## config.mk

```make
export PLATFORM = sky130hd
export DESIGN_NAME = spi_reg_loader
export DESIGN_NICKNAME = d
export VERILOG_FILES = /design/src/rtl/spi_reg_loader.sv
export SDC_FILE = /design/constraint.sdc
export NUM_CORES = 1
export LEC_CHECK = 0
export CAP_MARGIN = 0
export CORE_ASPECT_RATIO = 1.4
export CORE_MARGIN = 1.5
export CORE_UTILIZATION = 50
export DETAILED_ROUTE_END_ITERATION = 16
export GPL_TIMING_DRIVEN = 0
export PLACE_DENSITY_LB_ADDON = 0.3
export SLEW_MARGIN = 20
export SYNTH_ARGS = -nofsm -noshare
export SYNTH_HDL_FRONTEND = slang
export SYNTH_SLANG_ARGS = --single-unit
```

## constraint.sdc

```tcl
create_clock -name CLK -period 1.6 [get_ports CLK]
set_input_delay 0.16 -clock CLK [delete_from_list [all_inputs] [get_ports CLK]]
set_output_delay 0.16 -clock CLK [all_outputs]
set_load 0.02 [all_outputs]
```

## src/rtl/spi_reg_loader.sv

```systemverilog
// Purpose : SPI mode-0 slave that receives a 16-bit frame {command, data} and loads an 8-bit register bank word.
// Latency : WSTB pulses SYNC_STAGES+2 CLK cycles after the 16th SCK rising edge at the pin.
// Backpressure: none; the SPI master owns the pace, and SCK must respect the minimum high/low time in CLK periods.
//
// Ports:
//   CLK, RST_N      system clock; asynchronous active-low reset
//   SCK, MOSI, CS_N SPI pins, asynchronous to CLK; MSB first, sampled on SCK rise, CS_N active-low
//   PLD[0:7]        parallel load data (PLD[0] = first data bit received)
//   RSELIN[0:1]     register select (RSELIN[0] = command bit 1)
//   WSTB            one-cycle strobe; PLD/RSELIN were just updated
//   BUSY            frame in progress (CMD, DATA or HOLD)
//   FRAME_ERR       one-cycle pulse when CS_N rises before the frame is complete

module spi_reg_loader #(
  parameter int SYNC_STAGES = 2
) (
  input  logic       CLK,
  input  logic       RST_N,
  input  logic       SCK,
  input  logic       MOSI,
  input  logic       CS_N,
  output logic [0:7] PLD,
  output logic [0:1] RSELIN,
  output logic       WSTB,
  output logic       BUSY,
  output logic       FRAME_ERR
);

  localparam int LAST = SYNC_STAGES - 1;

  typedef enum logic [1:0] {
    IDLE = 2'd0,
    CMD  = 2'd1,
    DATA = 2'd2,
    HOLD = 2'd3
  } state_t;

  // ---------------------------------------------------------------------------
  // Input synchronizers
  // ---------------------------------------------------------------------------
  logic [SYNC_STAGES-1:0] sck_sync;
  logic [SYNC_STAGES-1:0] mosi_sync;
  logic [SYNC_STAGES-1:0] cs_sync;
  logic [SYNC_STAGES-1:0] sync_fill;  // walks a 1 through; marks when the chains hold real pin samples
  logic                   sck_prev;
  logic                   cs_prev;
  logic                   cs_armed;   // a genuine CS_N high has been seen since reset

  always_ff @(posedge CLK or negedge RST_N) begin
    if (!RST_N) begin
      sck_sync  <= '0;
      mosi_sync <= '0;
      cs_sync   <= '1;
      sync_fill <= '0;
      sck_prev  <= 1'b0;
      cs_prev   <= 1'b1;
      cs_armed  <= 1'b0;
    end else begin
      sck_sync  <= {sck_sync[SYNC_STAGES-2:0], SCK};
      mosi_sync <= {mosi_sync[SYNC_STAGES-2:0], MOSI};
      cs_sync   <= {cs_sync[SYNC_STAGES-2:0], CS_N};
      sync_fill <= {sync_fill[SYNC_STAGES-2:0], 1'b1};
      sck_prev  <= sck_sync[LAST];
      cs_prev   <= cs_sync[LAST];
      // The CS_N chain resets to 1. If CS_N is still low at the pin when
      // reset is released, the chain drains from 1 to 0. That must not look
      // like a fresh frame start, so a falling edge only counts after a real
      // high level has travelled through the chain.
      if (sync_fill[LAST] && cs_sync[LAST]) begin
        cs_armed <= 1'b1;
      end
    end
  end

  // ---------------------------------------------------------------------------
  // Edge detection on the synchronized samples
  // ---------------------------------------------------------------------------
  logic       sck_rise;
  logic       cs_fall;
  logic       cs_rise;
  logic       mosi_bit;

  assign sck_rise = sck_sync[LAST] & ~sck_prev;
  assign cs_fall  = cs_armed & cs_prev & ~cs_sync[LAST];
  assign cs_rise  = ~cs_prev & cs_sync[LAST];
  assign mosi_bit = mosi_sync[LAST];

  // ---------------------------------------------------------------------------
  // Frame FSM, shift register and output registers
  // ---------------------------------------------------------------------------
  state_t     state;
  logic [6:0] shreg;       // only 7 bits are stored; the 8th arrives live with the edge
  logic [2:0] bit_cnt;
  logic       wr_flag;
  logic [1:0] cmd_sel;
  logic       wr_pend;     // completed write waiting one cycle to be committed
  logic [7:0] pend_data;
  logic [1:0] pend_sel;

  logic [7:0] shift_next;
  logic       last_bit;

  assign shift_next = {shreg, mosi_bit};
  assign last_bit   = sck_rise && (bit_cnt == 3'd7);

  always_ff @(posedge CLK or negedge RST_N) begin
    if (!RST_N) begin
      state     <= IDLE;
      shreg     <= '0;
      bit_cnt   <= '0;
      wr_flag   <= 1'b0;
      cmd_sel   <= '0;
      wr_pend   <= 1'b0;
      pend_data <= '0;
      pend_sel  <= '0;
      PLD       <= '0;
      RSELIN    <= '0;
      WSTB      <= 1'b0;
      BUSY      <= 1'b0;
      FRAME_ERR <= 1'b0;
    end else begin
      WSTB      <= 1'b0;
      FRAME_ERR <= 1'b0;

      // PLD and RSELIN are only ever written here, and always together. The
      // bank downstream never sees a partial value.
      if (wr_pend) begin
        PLD     <= pend_data;
        RSELIN  <= pend_sel;
        WSTB    <= 1'b1;
        wr_pend <= 1'b0;
      end

      case (state)
        IDLE: begin
          if (cs_fall) begin
            state   <= CMD;
            BUSY    <= 1'b1;
            bit_cnt <= '0;
            shreg   <= '0;
          end
        end

        CMD: begin
          if (cs_rise) begin
            state     <= IDLE;
            BUSY      <= 1'b0;
            FRAME_ERR <= 1'b1;
          end else if (sck_rise) begin
            shreg   <= shift_next[6:0];
            bit_cnt <= bit_cnt + 3'd1;
            if (bit_cnt == 3'd7) begin
              wr_flag <= shift_next[7];
              cmd_sel <= shift_next[1:0];
              state   <= DATA;
            end
          end
        end

        DATA: begin
          // The 16th edge wins over a simultaneous CS_N rise. In that case the
          // write still completes, and the state returns straight to IDLE
          // because the rise has already been consumed.
          if (last_bit) begin
            shreg   <= shift_next[6:0];
            bit_cnt <= '0;
            if (wr_flag) begin
              wr_pend   <= 1'b1;
              pend_data <= shift_next;
              pend_sel  <= cmd_sel;
            end
            if (cs_rise) begin
              state <= IDLE;
              BUSY  <= 1'b0;
            end else begin
              state <= HOLD;
            end
          end else if (cs_rise) begin
            state     <= IDLE;
            BUSY      <= 1'b0;
            FRAME_ERR <= 1'b1;
          end else if (sck_rise) begin
            shreg   <= shift_next[6:0];
            bit_cnt <= bit_cnt + 3'd1;
          end
        end

        HOLD: begin
          // Overrun SCK edges are ignored until the frame closes.
          if (cs_rise) begin
            state <= IDLE;
            BUSY  <= 1'b0;
          end
        end

        default: begin
          state <= IDLE;
          BUSY  <= 1'b0;
        end
      endcase
    end
  end

endmodule

```

==> results by group, run 1 <==
Run status
  • Status: finished with violations
  • Violated checks: negative setup slack

Timing
  • Actual slew at the worst max-slew pin: roughly 0.6 ns
  • Final hold vios: 0
  • RSZ-0062 raised after global routing: yes
  • Final slew viol count: 0
  • Hold WS: between 0.2 and 0.3 ns
  • Max Clk Rate: 587 MHz
  • Fin crit period: roughly 1.7 ns
  • Final setup viols: 17
  • Setup slack after layout: -0.102 ns
  • Slew HR: 0.604
  • Skew final: 0.00638 ns
  • Fin crit share: 1.06

Global route
  • Top Usage Layer GRT: met2
  • Grt total ovfl: 0
  • GRT met3 Usage: 0.0506
  • GR Util met2: 0.307
  • Met1 Usage GRT: 0.214
  • Tot GR Track Use: 0.187
  • Number of global-route vias before repair: about 1300
  • First-pass GRT wire length: 6010 um
  • Initial antenna violation count: 0
  • Largest net degree at the start of global routing: 31

Drt
  • Routed WL: 4090 um
  • # DRC: 0
  • DR vias/cell: between 5 and 6
  • Initial DRT Pass Iterations: 4
  • Vias: roughly 1200
  • Iteration-0 DRC Markers: just over 40
  • Per-cell routed wire length: ~19 um
  • Final antenna-violating net count: 0

CTS
  • Clock Latency Late Sink: about 0.31 ns
  • TritonCTS Buffers: 5
  • H-tree levels: 2
  • Clock net sink count: 50
  • Clk root buf: clkbuf_8
  • CTS tree: done
  • CTS Buffer Depth: 2
  • Clock Pin Slew Worst Setup and Hold Paths: roughly 0.09 ns

Yosys
  • Synth cell types: 32
  • Largest area contributor in the netlist: dfrtp_1
  • Top cells by area, synth: dfrtp_1, mux2_2, ha_1
  • Syn Std Cell Area: roughly 0.0020 mm^2
  • Share of the synthesized area in the top cell type: 0.597
  • Most used flip-flop cell after synthesis: dfrtp_1
  • Register area share after synthesis: 0.637
  • Asr flop ratio synth: 1.00
  • Commonest cells post-synth: dfrtp_1, mux2_2, a22o_1
  • EDFF count, synth: 0
  • Synth Register Bits: 50
  • Synth Instances: 131
  • Most frequent cell after synthesis: dfrtp_1
  • Avg Cell Area, Syn: 15.0 um^2
  • Syn_nets: between 100 and 150
  • Synth warn: 0

Worst hold path
  • Hold/Removal Path Class: in2reg
  • Worst Hold Depth: 1
  • Hold path start: CS_N
  • Hold path endpoint: cs_sync[0]

Worst setup path
  • Worst Path Max Fanout: 5
  • Reg2reg start: bit_cnt[0]
  • R2R setup slack: -0.10 ns
  • Slowest CP cell: dfrtp_1
  • Crit end category: register
  • R2r endpoint: state[1]
  • Worst Path Required: ~1.8 ns
  • CP top delay family: compound AO/OA/AOI/OAI gates
  • Data arrival time of the critical path: ~1.9 ns
  • CP bufs+invs: 0
  • Crit-path cells: ha_2 -> ha_4 -> nand3b_1 -> a32oi_2 -> o21ai_0 -> a22oi_1
  • Reg2reg path depth: 6
  • Critical path class: reg2reg
  • Critical path's largest stage delay: roughly 0.37 ns
  • Startpoint type of the worst setup path: register

Finish
  • Layout cell share with drive strength beyond 1: 0.443
  • Final instance area: roughly 0.0027 mm^2
  • # diodes: 0
  • NumNets Final: 187
  • Area growth, synth to finish: 36.6%

Floorplan
  • Initial Util: 0.531
  • Chip Width: approximately 56 um
  • Io pins: 18
  • DIE AREA: roughly 0.0043 mm^2
  • Row Count: 26
  • Die Span Y: 77.3 um
  • Core area: 0.00371 mm^2

Placement
  • Detailed placer's ending HPWL: around 2200 um
  • Pre-CTS setup slack: -0.201 ns
  • Placed cell area: about 0.0022 mm^2
  • GPL Wtd Cong: about 0.79
  • Buffers added on ports: 17

Power and ir drop
  • Maximum VDD drop: 1.19 mV
  • LEAKAGE: 1.29 nW
  • Power per standard cell area: 1350 mW/mm^2
  • Tot Pwr: 3.64 mW

Job
  • Max cap viols: 0
## final cells by class
cell class                      instances  area [um^2]
Fill cell                             237         1020
Clock inverter                          2         60.1
Tap cell                               42         52.6
Inverter                                6         27.5
Multi-Input combinational cell         73          823
Sequential cell                        50         1260
Clock buffer                            6         82.6
Buffer                                  3         30.0
Timing Repair Buffer                   36          359
## routing by layer
layer  vias up  share of wire  routed length (um)
met4         0          0.022                  90
met2        23           0.57                2330
met1       629           0.38                1550
met5         -              0                   0
met3         9          0.029                 120
li1        558              -                   -
## where the power goes
part / switching (mW) / internal, mW
clock: 0.413 / 0.666
combinational: 0.595 / 0.554
sequential: 0.0712 / 1.34
## registers in the layout, summed over array words and instances, names as in the netlist, 3 cells and up
name       flops
bit_cnt        3
PLD            8
pend_data      8
shreg          7
## cell usage in the layout, fill, tap and decap left out, types with 2 or more instances in the layout
master           Yosys  final
nand3b_1             2      2
clkdlybuf4s50_1      0     16
buf_12               0      2
mux2_2              23     14
nand2_1              5      4
dfrtp_1             47     45
inv_4                0      2
mux2_4               0      9
a22o_1               8      8
buf_4                1     14
dfstp_2              3      3
buf_6                1      2
o21ai_4              0      3
dfrtp_2              0      2
ha_4                 0      4
a32o_1               2      2
clkbuf_8             0      6
inv_1                6      4
o21ai_0              4      4
ha_1                 7      2
bufinv_16            0      2
## cell families (layout without fill, tap and decap cells)
| kind of cell | after synthesis | in the layout | share of synthesized area |
|---|---|---|---|
| compound gates | 24 | 25 | 0.106 |
| fa+ha+maj | 7 | 7 | 0.0444 |
| buf+inv | 9 | 53 | 0.0229 |
| flops | 50 | 50 | 0.637 |
| mux | 24 | 24 | 0.137 |
| other cells | 1 | 1 | 0.00190 |
| simple gates | 16 | 16 | 0.0514 |
## worst max-delay path by stage
stage	from	endpoint	slack, ns	cells past startpoint
after floorplan	bit_cnt[0]	pend_data[0]	0.001	6
after global placement	RST_N	PLD[3]	-0.90	1
after detailed placement	state[1]	bit_cnt[0]	-0.20	6
after CTS	bit_cnt[0]	shreg[6]	-0.01	6
after global routing	state[0]	state[1]	-0.18	4
final	bit_cnt[0]	state[1]	-0.10	6
## through the flow
stage	utilization	instances	TNS, ns
2_1_floorplan	-	131	0
4_1_cts	0.680	209	-0.0534
3_5_place_dp	0.596	191	-3.03
5_1_grt	0.726	218	-1.61
6_report	0.726	218	-0.383
3_3_place_gp	0.592	190	-45.28
## what timing repair did
action | in CTS | in global routing
hold buffers | 1 | 0
gates cloned | 1 | 1
setup buffers | 8 | 9
pin swaps | 3 | 13
endpoints found under the hold margin | 20 | 0
resized for setup | 19 | 18
endpoints found under the setup margin | 21 | 21
(Power assumes the default switching activity.)
==> run 2: changes to the inputs <==
--- a/constraint.sdc
+++ b/constraint.sdc
@@ -3,2 +3,2 @@
 set_output_delay 0.16 -clock CLK [all_outputs]
-set_load 0.02 [all_outputs]
+set_load 0.01 [all_outputs]
==> results of run 2 <==
Same layout as run 1 (identical final DEF). Status: finished with violations: negative setup slack.
Among the figures that moved: total power 3.64 mW -> 3.63 mW
